===== src/rtl/bram_port_arbiter.sv =====
// bram_port_arbiter
//   Shares one single-port block RAM between two requesters (A and B).
//   Each requester issues single-word reads or writes over a req/ack
//   handshake; transactions are serialized one at a time and granted
//   round-robin.
//
// Ports
//   clk, rst               clock, synchronous active-high reset
//   a_req/a_we/a_addr/a_wdata   requester A transaction (held until a_ack)
//   a_ack, a_rdata              A completion pulse and read data
//   b_*                         same set for requester B
//   mem_add/mem_write/mem_read/mem_din   registered drive of the RAM pins
//   mem_dout                    RAM read data (valid RD_LAT cycles after read)
//   busy                        high while a transaction is in progress
module bram_port_arbiter #(
   parameter int AW     = 10,
   parameter int DW     = 16,
   parameter int RD_LAT = 1
) (
   input  logic          clk,
   input  logic          rst,
   input  logic          a_req,
   input  logic          a_we,
   input  logic [AW-1:0] a_addr,
   input  logic [DW-1:0] a_wdata,
   output logic          a_ack,
   output logic [DW-1:0] a_rdata,
   input  logic          b_req,
   input  logic          b_we,
   input  logic [AW-1:0] b_addr,
   input  logic [DW-1:0] b_wdata,
   output logic          b_ack,
   output logic [DW-1:0] b_rdata,
   output logic [AW-1:0] mem_add,
   output logic          mem_write,
   output logic          mem_read,
   output logic [DW-1:0] mem_din,
   input  logic [DW-1:0] mem_dout,
   output logic          busy
);

   typedef enum logic [1:0] {IDLE, ISSUE, WAIT, ACK} state_t;

   localparam logic [1:0] LAT_M1 = 2'(RD_LAT - 1);

   state_t        state_q, state_d;
   logic          ptr_q, ptr_d;          // 0: A has priority, 1: B has priority
   logic          win_q, win_d;          // requester being served (0 = A)
   logic          we_q, we_d;
   logic          mask_q, mask_d;        // high in the IDLE cycle right after ACK
   logic [1:0]    cnt_q, cnt_d;
   logic [AW-1:0] add_q, add_d;
   logic [DW-1:0] din_q, din_d;
   logic          wr_q, wr_d;
   logic          rd_q, rd_d;
   logic          busy_q, busy_d;

   logic [1:0]    req_v, we_v, elig_v;
   logic [AW-1:0] addr_v  [2];
   logic [DW-1:0] wdata_v [2];
   logic          grant_b;
   logic          capture;

   assign req_v      = {b_req, a_req};
   assign we_v       = {b_we, a_we};
   assign addr_v[0]  = a_addr;
   assign addr_v[1]  = b_addr;
   assign wdata_v[0] = a_wdata;
   assign wdata_v[1] = b_wdata;

   // A lone eligible request wins outright; on a collision the pointer decides.
   assign grant_b = elig_v[1] & (~elig_v[0] | ptr_q);

   // Last WAIT cycle: mem_dout is valid now and is latched at this edge.
   assign capture = (state_q == WAIT) && (cnt_q == 2'd0);

   genvar gi;
   generate
      for (gi = 0; gi < 2; gi++) begin : g_port
         logic          ack_q, ack_d;
         logic [DW-1:0] rdata_q, rdata_d;

         // The requester just served is ignored for one cycle so that its
         // dropping req is not mistaken for a new request.
         assign elig_v[gi] = req_v[gi] & ~(mask_q & (win_q == 1'(gi)));

         always_comb begin
            ack_d   = 1'b0;
            rdata_d = rdata_q;
            if (win_q == 1'(gi)) begin
               ack_d = (state_d == ACK);
               if (capture) begin
                  rdata_d = mem_dout;
               end
            end
         end

         always_ff @(posedge clk) begin
            if (rst) begin
               ack_q   <= 1'b0;
               rdata_q <= '0;
            end else begin
               ack_q   <= ack_d;
               rdata_q <= rdata_d;
            end
         end
      end
   endgenerate

   always_comb begin
      state_d = state_q;
      ptr_d   = ptr_q;
      win_d   = win_q;
      we_d    = we_q;
      mask_d  = 1'b0;
      cnt_d   = cnt_q;
      add_d   = add_q;
      din_d   = din_q;
      wr_d    = 1'b0;
      rd_d    = 1'b0;
      case (state_q)
         IDLE: begin
            if (|elig_v) begin
               win_d   = grant_b;
               we_d    = we_v[grant_b];
               add_d   = addr_v[grant_b];
               din_d   = wdata_v[grant_b];
               wr_d    = we_v[grant_b];
               rd_d    = ~we_v[grant_b];
               state_d = ISSUE;
            end
         end
         ISSUE: begin
            if (we_q) begin
               state_d = ACK;
            end else begin
               cnt_d   = LAT_M1;
               state_d = WAIT;
            end
         end
         WAIT: begin
            if (cnt_q == 2'd0) begin
               state_d = ACK;
            end else begin
               cnt_d = cnt_q - 2'd1;
            end
         end
         ACK: begin
            ptr_d   = ~win_q;
            mask_d  = 1'b1;
            state_d = IDLE;
         end
         default: state_d = IDLE;
      endcase
      busy_d = (state_d != IDLE);
   end

   always_ff @(posedge clk) begin
      if (rst) begin
         state_q <= IDLE;
         ptr_q   <= 1'b0;
         win_q   <= 1'b0;
         we_q    <= 1'b0;
         mask_q  <= 1'b0;
         cnt_q   <= 2'd0;
         add_q   <= '0;
         din_q   <= '0;
         wr_q    <= 1'b0;
         rd_q    <= 1'b0;
         busy_q  <= 1'b0;
      end else begin
         state_q <= state_d;
         ptr_q   <= ptr_d;
         win_q   <= win_d;
         we_q    <= we_d;
         mask_q  <= mask_d;
         cnt_q   <= cnt_d;
         add_q   <= add_d;
         din_q   <= din_d;
         wr_q    <= wr_d;
         rd_q    <= rd_d;
         busy_q  <= busy_d;
      end
   end

   assign a_ack     = g_port[0].ack_q;
   assign a_rdata   = g_port[0].rdata_q;
   assign b_ack     = g_port[1].ack_q;
   assign b_rdata   = g_port[1].rdata_q;
   assign mem_add   = add_q;
   assign mem_din   = din_q;
   assign mem_write = wr_q;
   assign mem_read  = rd_q;
   assign busy      = busy_q;

endmodule


===== config.mk =====
export PLATFORM = sky130hd
export DESIGN_NAME = bram_port_arbiter
export DESIGN_NICKNAME = d
export VERILOG_FILES = /design/src/rtl/bram_port_arbiter.sv
export SDC_FILE = /design/constraint.sdc
export NUM_CORES = 1
export LEC_CHECK = 0
export CORE_ASPECT_RATIO = 1.25
export CORE_MARGIN = 2
export CORE_UTILIZATION = 35
export DETAILED_ROUTE_END_ITERATION = 10
export GPL_TIMING_DRIVEN = 1
export HOLD_SLACK_MARGIN = 0.12
export PLACE_DENSITY_LB_ADDON = 0.15
export SYNTH_ARGS = -nofsm -noshare
export SYNTH_HDL_FRONTEND = slang
export SYNTH_SLANG_ARGS = --single-unit

===== constraint.sdc =====
create_clock -name clk -period 2.76 [get_ports clk]
set_clock_uncertainty 0.15 [all_clocks]
set_input_delay 0.414 -clock clk [delete_from_list [all_inputs] [get_ports clk]]
set_output_delay 0.414 -clock clk [all_outputs]
set_load 0.01 [all_outputs]

==> metrics, run 1 <==
register area 1421 sq um; Post-DP HPWL 5638 microns; synthesized instance count 352; max-slew violation count 0; switching power 1310 uW; Max Clk Rate 439.4 MHz; Vias/cell 4.823; Clk pwr share 0.212; Critical Path RT 2860 ps; Fin Hold WS 304.3 ps; Worst setup SP type input port; number of flops mapped to enable cells by yosys 0; core area 7883 sq um; Die H 105.0 microns; part of the power in registers 0.374; VDD IR-drop max 407.5 uV; post-synthesis sequential area ratio 0.4976; cell area power density 845.5 nW/um^2; per-cell routed wire length 13.73 microns; post-CTS setup buffers 0; H-tree Lvls 3; Layout Nets 562; Clock Tree Buf Depth 2; Adder-Cell Fraction of Synth Area 0.02628; Post-Syn Area 2856 sq um; highest metal used met4; Async SR Flop Fraction 0; Antenna Violating Nets Remaining 0; top-count cell post-synth nand2_1; Routed WL 7988 microns; share of the synthesized area in the top cell type 0.4976; Ant. Diodes 0; Crit. End Element flip-flop; width of the die 84.80 microns; most frequent cells after synthesis 95 x nand2_1, 71 x dfxtp_1, 60 x a21oi_1, 35 x nor2_1, 28 x a211oi_1; Final Setup Violations 0; CTS Hold Buffers Added 0; IO Pins 137; worst path bufs/invs 1; Starting Density 0.3624; Synth Area in Compound Gates 0.2111; leakage power 0.001664 uW; layout cell share with drive strength beyond 1 0.05749; final hold violations 0; slew at the pin with the worst max-slew slack 977.9 ps; Multi-input gate area 1269 sq um; residual DRC count 0; synth warn 0; Synth cell types 28; max-cap viol count 0; largest family of logic cells by synthesized area compound AO/OA/AOI/OAI gates; total CTS buffers 9; CTS clk-pin slew, worst paths 70 ps; total die area 8904 sq um; largest net degree at the start of global routing 33; TritonRoute pass-1 iters 4; RSZ-0062 raised after global routing false; worst slack, placed 112.3 ps; Metal-1 WL 3452 microns; xor/xnor cell area share of the yosys netlist 0; met2 WL post-DR 3724 microns; worst skew pair latency 340 ps; Gate power share 0.414; total negative setup slack 0 ps; Congestion Overflow GR 0; gpl congestion 0.7654; total clock sinks 71; wire length of the first global-routing pass 12540 microns; Placed Area 4248 sq um; critical path type in2reg; CP top delay family simple AND/OR/NAND/NOR gates; # rows 36; Worst Hold Class reg2reg; Sw Share 0.3491; crit path time final 2276 ps; syn_area_per_cell 8.115 sq um; worst-path fanout max 27; critical-path cell list clkdlybuf4s50_1 -> a21boi_2 -> and2_1 -> a21oi_1 -> a211oi_1; Slowest-stage cell, CP and2_1; Final Cycle Share 0.8246; Worst path max stage delay 800 ps; met3 WL 617 microns; FF+latch count, synth 71; final setup margin 484.2 ps; Worst slew margin 0.3481; antenna violations before repair 0; Layout fillers 743; CTS tree built; Int Pwr 2442 uW; port bufs 136; synth-to-layout area growth 55.32%; simple-gate share of the synthesized area 0.1949; crit path DAT 2370 ps; vias in the first global route 2695; mux share of post-synthesis cell area 0.01051; post-synthesis net count 432; post-CTS sizing 0; status complete, no violations; top cells by area, synth dfxtp_1 50%, nand2_1 12%, a21oi_1 11%, a211oi_1 7.4%, nor2_1 4.6%; Post-synth top flop dfxtp_1; initial drt markers 85; Final Cell Area 4437 sq um; vias 2807; GRT Resource Usage Total 0.1751; post-synth top area cell dfxtp_1; clock tree root driver cell clkbuf_8
==> state kept, by name (all words and copies together), names as in the netlist <==
| name | count |
|---|---|
| a_rdata | 16 |
| b_rdata | 16 |
| mem_write | 1 |
| a_ack | 1 |
| busy | 1 |
| we_q | 1 |
| cnt_q | 2 |
| mem_din | 16 |
| mem_read | 1 |
| mem_add | 10 |
| state_q | 2 |
| ptr_q | 1 |
| b_ack | 1 |
| mask_q | 1 |
| win_q | 1 |
==> logic make-up (layout without fill, tap and decap cells) <==
logic type | count (synthesis) | count (layout)
buffers and inverters | 31 | 166
muxes | 3 | 3
DFF | 71 | 71
AOI/OAI and AO/OA | 100 | 100
and+or+nand+nor | 141 | 141
adders and majority gates | 6 | 6
==> per-stage QoR <==
stage	total power (uW)	instances	util
final	3751	582	0.5629
after global routing	4016	582	0.5629
after CTS	3808	582	0.5629
after detailed placement	2988	566	0.5389
after global placement	2961	566	0.5389
after floorplan	2300	352	-
==> area by class of cell <==
| type | instances | share of cell area |
|---|---|---|
| Clock buffer | 10 | 0.02876 |
| Clock inverter | 6 | 0.01382 |
| Inverter | 6 | 0.005076 |
| Multi-Input combinational cell | 250 | 0.2860 |
| Sequential cell | 71 | 0.3204 |
| Tap cell | 95 | 0.02679 |
| Timing Repair Buffer | 144 | 0.3192 |
==> metal layers <==
layer	vias up	track usage
met2	106	0.2913
met1	1242	0.1942
met3	14	0.07425
met5	-	0
met4	0	0.07370
li1	1445	-
==> worst register-to-register path: stages, from the launching register on <==
cell	delay [ps]
dfxtp_1	410
a21boi_2	210
and2_1	800
a21oi_1	180
a211oi_1	270
==> layout by cell type (no fill, tap or decap), types with 2 or more instances in the layout <==
cell type        instances
a211oi_1                28
a21o_1                   3
a21oi_1                 59
a22oi_1                  3
buf_4                    8
clkbuf_8                 9
clkdlybuf4s50_1        135
clkinv_2                 3
dfxtp_1                 71
ha_1                     6
inv_1                    6
mux2i_1                  3
nand2_1                 95
nand3_1                  2
nor2_1                  35
nor4_1                   2
o21ai_0                  2
==> power by group through the flow <==
stage          registers (uW)  logic [uW]  clock network, uW
2_1_floorplan            1510         791                  0
3_3_place_gp             1420        1540                  0
3_5_place_dp             1420        1560                  0
4_1_cts                  1410        1570                830
5_1_grt                  1440        1700                880
6_report                 1400        1550                794
==> path summary, 6_finish.rpt <==
path                            cells past startpoint                        to  slack, ps                startpoint
worst max-delay path                                5  mem_din[14]$_SDFFE_PP0P_        480                     b_req
worst min-delay path                                2  a_rdata[15]$_SDFFE_PP0P_        300  a_rdata[15]$_SDFFE_PP0P_
worst max register to register                      4  mem_din[14]$_SDFFE_PP0P_        670        win_q$_SDFFE_PP0P_
worst min register to register                      2  a_rdata[15]$_SDFFE_PP0P_        300  a_rdata[15]$_SDFFE_PP0P_
(Power assumes the default switching activity.)
==> inputs of run 2 (changes only) <==
==> constraint.sdc (replaced) <==
create_clock -name clk -period 2.3 [get_ports clk]
set_clock_uncertainty 0.15 [all_clocks]
set_input_delay 0.345 -clock clk [delete_from_list [all_inputs] [get_ports clk]]
set_output_delay 0.345 -clock clk [all_outputs]
set_load 0.01 [all_outputs]
==> run 2 against run 1 <==
Effect of this change:
- setup slack improved by 2.8 ps
- critical path type unchanged
- sequential cell count did not move
- first-iteration DRC count fell by 14%
- wire length fell by 0.29%
- hold slack got worse by 1.2 ps
- sequential power rose by 20%
==> metrics, run 2 (same netlist as run 1, synthesis figures left out) <==
crit path DAT 1880 ps (was 2370 ps); Layout Nets 566 (was 562); worst skew pair latency 340 ps (about the same); core area 7883 sq um (unchanged); H-tree Lvls 3 (unchanged); clock tree root driver cell clkbuf_8 (unchanged); Critical Path RT 2370 ps (was 2860 ps); total negative setup slack 0 ps (unchanged); Inst Count DP 570 (was 566); Hold Startpoint a_rdata[14]$_SDFFE_PP0P_ (was a_rdata[15]$_SDFFE_PP0P_); Die H 105.0 microns (unchanged); Gate power share 0.415 (was 0.414); vias in the first global route 2729 (was 2695); antenna violations before repair 0 (unchanged); layout cell share with drive strength beyond 1 0.06314 (was 0.05749); initial drt markers 73 (was 85); total power 4657 uW (was 3751 uW); Post-DP HPWL 5719 microns (was 5638 microns); CTS tree built (unchanged); Worst setup SP type input port (unchanged); width of the die 84.80 microns (unchanged); Int Pwr 3077 uW (was 2442 uW); post-CTS sizing 0 (unchanged); port bufs 136 (unchanged); max-cap viol count 0 (unchanged); per-cell routed wire length 13.59 microns (was 13.73 microns); switching power 1580 uW (was 1310 uW); post-layout util 0.5741 (was 0.5629); largest net degree at the start of global routing 72 (was 33); post-CTS setup buffers 0 (unchanged); critical path type in2reg (unchanged); Sw Share 0.3392 (was 0.3491); slew at the pin with the worst max-slew slack 320.0 ps (was 977.9 ps); RSZ-0062 raised after global routing false (unchanged); vias 2850 (was 2807); crit path time final 1813 ps; IO Pins 137 (unchanged); leakage power 0.001703 uW (was 0.001664 uW); TritonRoute pass-1 iters 4 (unchanged); gpl congestion 0.7583 (was 0.7654); cell area power density 1029 nW/um^2 (was 845.5 nW/um^2); Slowest-stage cell, CP clkdlybuf4s50_1 (was and2_1); Fin Hold WS 303.1 ps (was 304.3 ps); residual DRC count 0 (unchanged); Antenna Violating Nets Remaining 0 (unchanged); Routed WL 7965 microns (was 7988 microns); total CTS buffers 9 (unchanged); Worst Hold Class reg2reg (unchanged); CTS Hold Buffers Added 0 (unchanged); CTS clk-pin slew, worst paths 70 ps (about the same); Vias/cell 4.863 (was 4.823); Max Clk Rate 551.6 MHz; Worst R2R End mem_add[0]$_SDFFE_PP0P_ (was mem_din[14]$_SDFFE_PP0P_); total die area 8904 sq um (unchanged); Final Setup Violations 0 (unchanged); Worst Hold Depth 2 (unchanged); Critical R2R Launch state_q[0]$_SDFF_PP0_ (was win_q$_SDFFE_PP0P_); synth-to-layout area growth 58.43% (was 55.32%); reg2reg setup slack 520 ps (was 670 ps); Crit. End Element flip-flop (unchanged); wire length of the first global-routing pass 12520 microns (was 12540 microns); Worst path max stage delay 520 ps (was 800 ps); critical-path cell list clkdlybuf4s50_1 -> or3b_1 -> and2_1 -> buf_12 -> a21oi_1 -> a211oi_1 (was clkdlybuf4s50_1 -> a21boi_2 -> and2_1 -> a21oi_1 -> a211oi_1); max-slew violation count 0 (unchanged); fin cells 586 (was 582); Ant. Diodes 0 (unchanged); status complete, no violations (unchanged); WHS Endpoint a_rdata[14]$_SDFFE_PP0P_ (was a_rdata[15]$_SDFFE_PP0P_); Congestion Overflow GR 0 (unchanged); part of the power in registers 0.362 (was 0.374); Final Cycle Share 0.7883; total clock sinks 71 (unchanged); Worst slew margin 0.7844 (was 0.3481); worst-path fanout max 27 (unchanged); Clock Tree Buf Depth 2 (unchanged); # rows 36 (unchanged); Starting Density 0.3624 (unchanged); GRT Resource Usage Total 0.1748 (was 0.1751); worst r2r path cells 7 (was 4); final hold violations 0 (unchanged); VDD IR-drop max 517.5 uV (was 407.5 uV); Clk pwr share 0.224 (was 0.212); commonest cells after routing, fill and taps aside 135 x clkdlybuf4s50_1, 95 x nand2_1, 71 x dfxtp_1 (unchanged); commonest non-fill, non-tap cell in the layout clkdlybuf4s50_1 (unchanged)
-- run 2: cell types whose count changed in the layout (fill, tap and decap cells not counted), sizes merged --
cell	before	now
buf	9	13
clkbuf	10	14
clkinv	4	0
-- run 2: layer usage --
metal | track usage | wire length [microns] | part of all wire
met1 | 0.1955 | 3303 | 0.41
met5 | 0 | 0 | 0
met4 | 0.07483 | 129 | 0.016
met2 | 0.3015 | 3879 | 0.49
met3 | 0.05608 | 653 | 0.082
-- run 2: worst max-delay path by stage --
stage	start	to	slack, ps
6_report	a_req	mem_din[10]$_SDFFE_PP0P_	490
4_1_cts	a_req	mem_din[10]$_SDFFE_PP0P_	500
3_3_place_gp	a_req	mem_din[2]$_SDFFE_PP0P_	200
5_1_grt	state_q[0]$_SDFF_PP0_	mem_din[14]$_SDFFE_PP0P_	370
3_5_place_dp	a_req	mem_din[10]$_SDFFE_PP0P_	130
2_1_floorplan	state_q[0]$_SDFF_PP0_	win_q$_SDFFE_PP0P_	680
-- run 2: worst max-delay path: cells and delay by family --
kind | cells | cell delay [ps]
buffers and inverters | 2 | 680
and+or+nand+nor | 2 | 590
AOI/OAI and AO/OA | 2 | 260
-- run 2: stage by stage --
step,cell area (sq um),setup slack (ps)
global placement,4315,198.3
detailed placement,4315,130.0
global route,4526,366.8
CTS,4526,498.1
floorplan,2856,678.2
finish,4526,486.9
-- run 2: cell type report --
| cell class | instances | area [sq um] |
|---|---|---|
| inverters | 6 | 22.52 |
| fillers | 742 | 3357 |
| well taps | 95 | 118.9 |
| flip-flops and latches | 71 | 1421 |
| repair buffers | 148 | 1484 |
| multi-input cells | 250 | 1269 |
| clock buffers | 14 | 172.7 |
| clock inverters | 2 | 37.54 |
-- run 2: power groups by stage --
stage / Combinational [uW] / Sequential [uW] / Clock, uW
2_1_floorplan: 949 / 1810 / 0
3_3_place_gp: 1910 / 1710 / 0
3_5_place_dp: 1950 / 1710 / 0
4_1_cts: 1950 / 1690 / 1070
5_1_grt: 2110 / 1720 / 1120
6_report: 1930 / 1680 / 1040
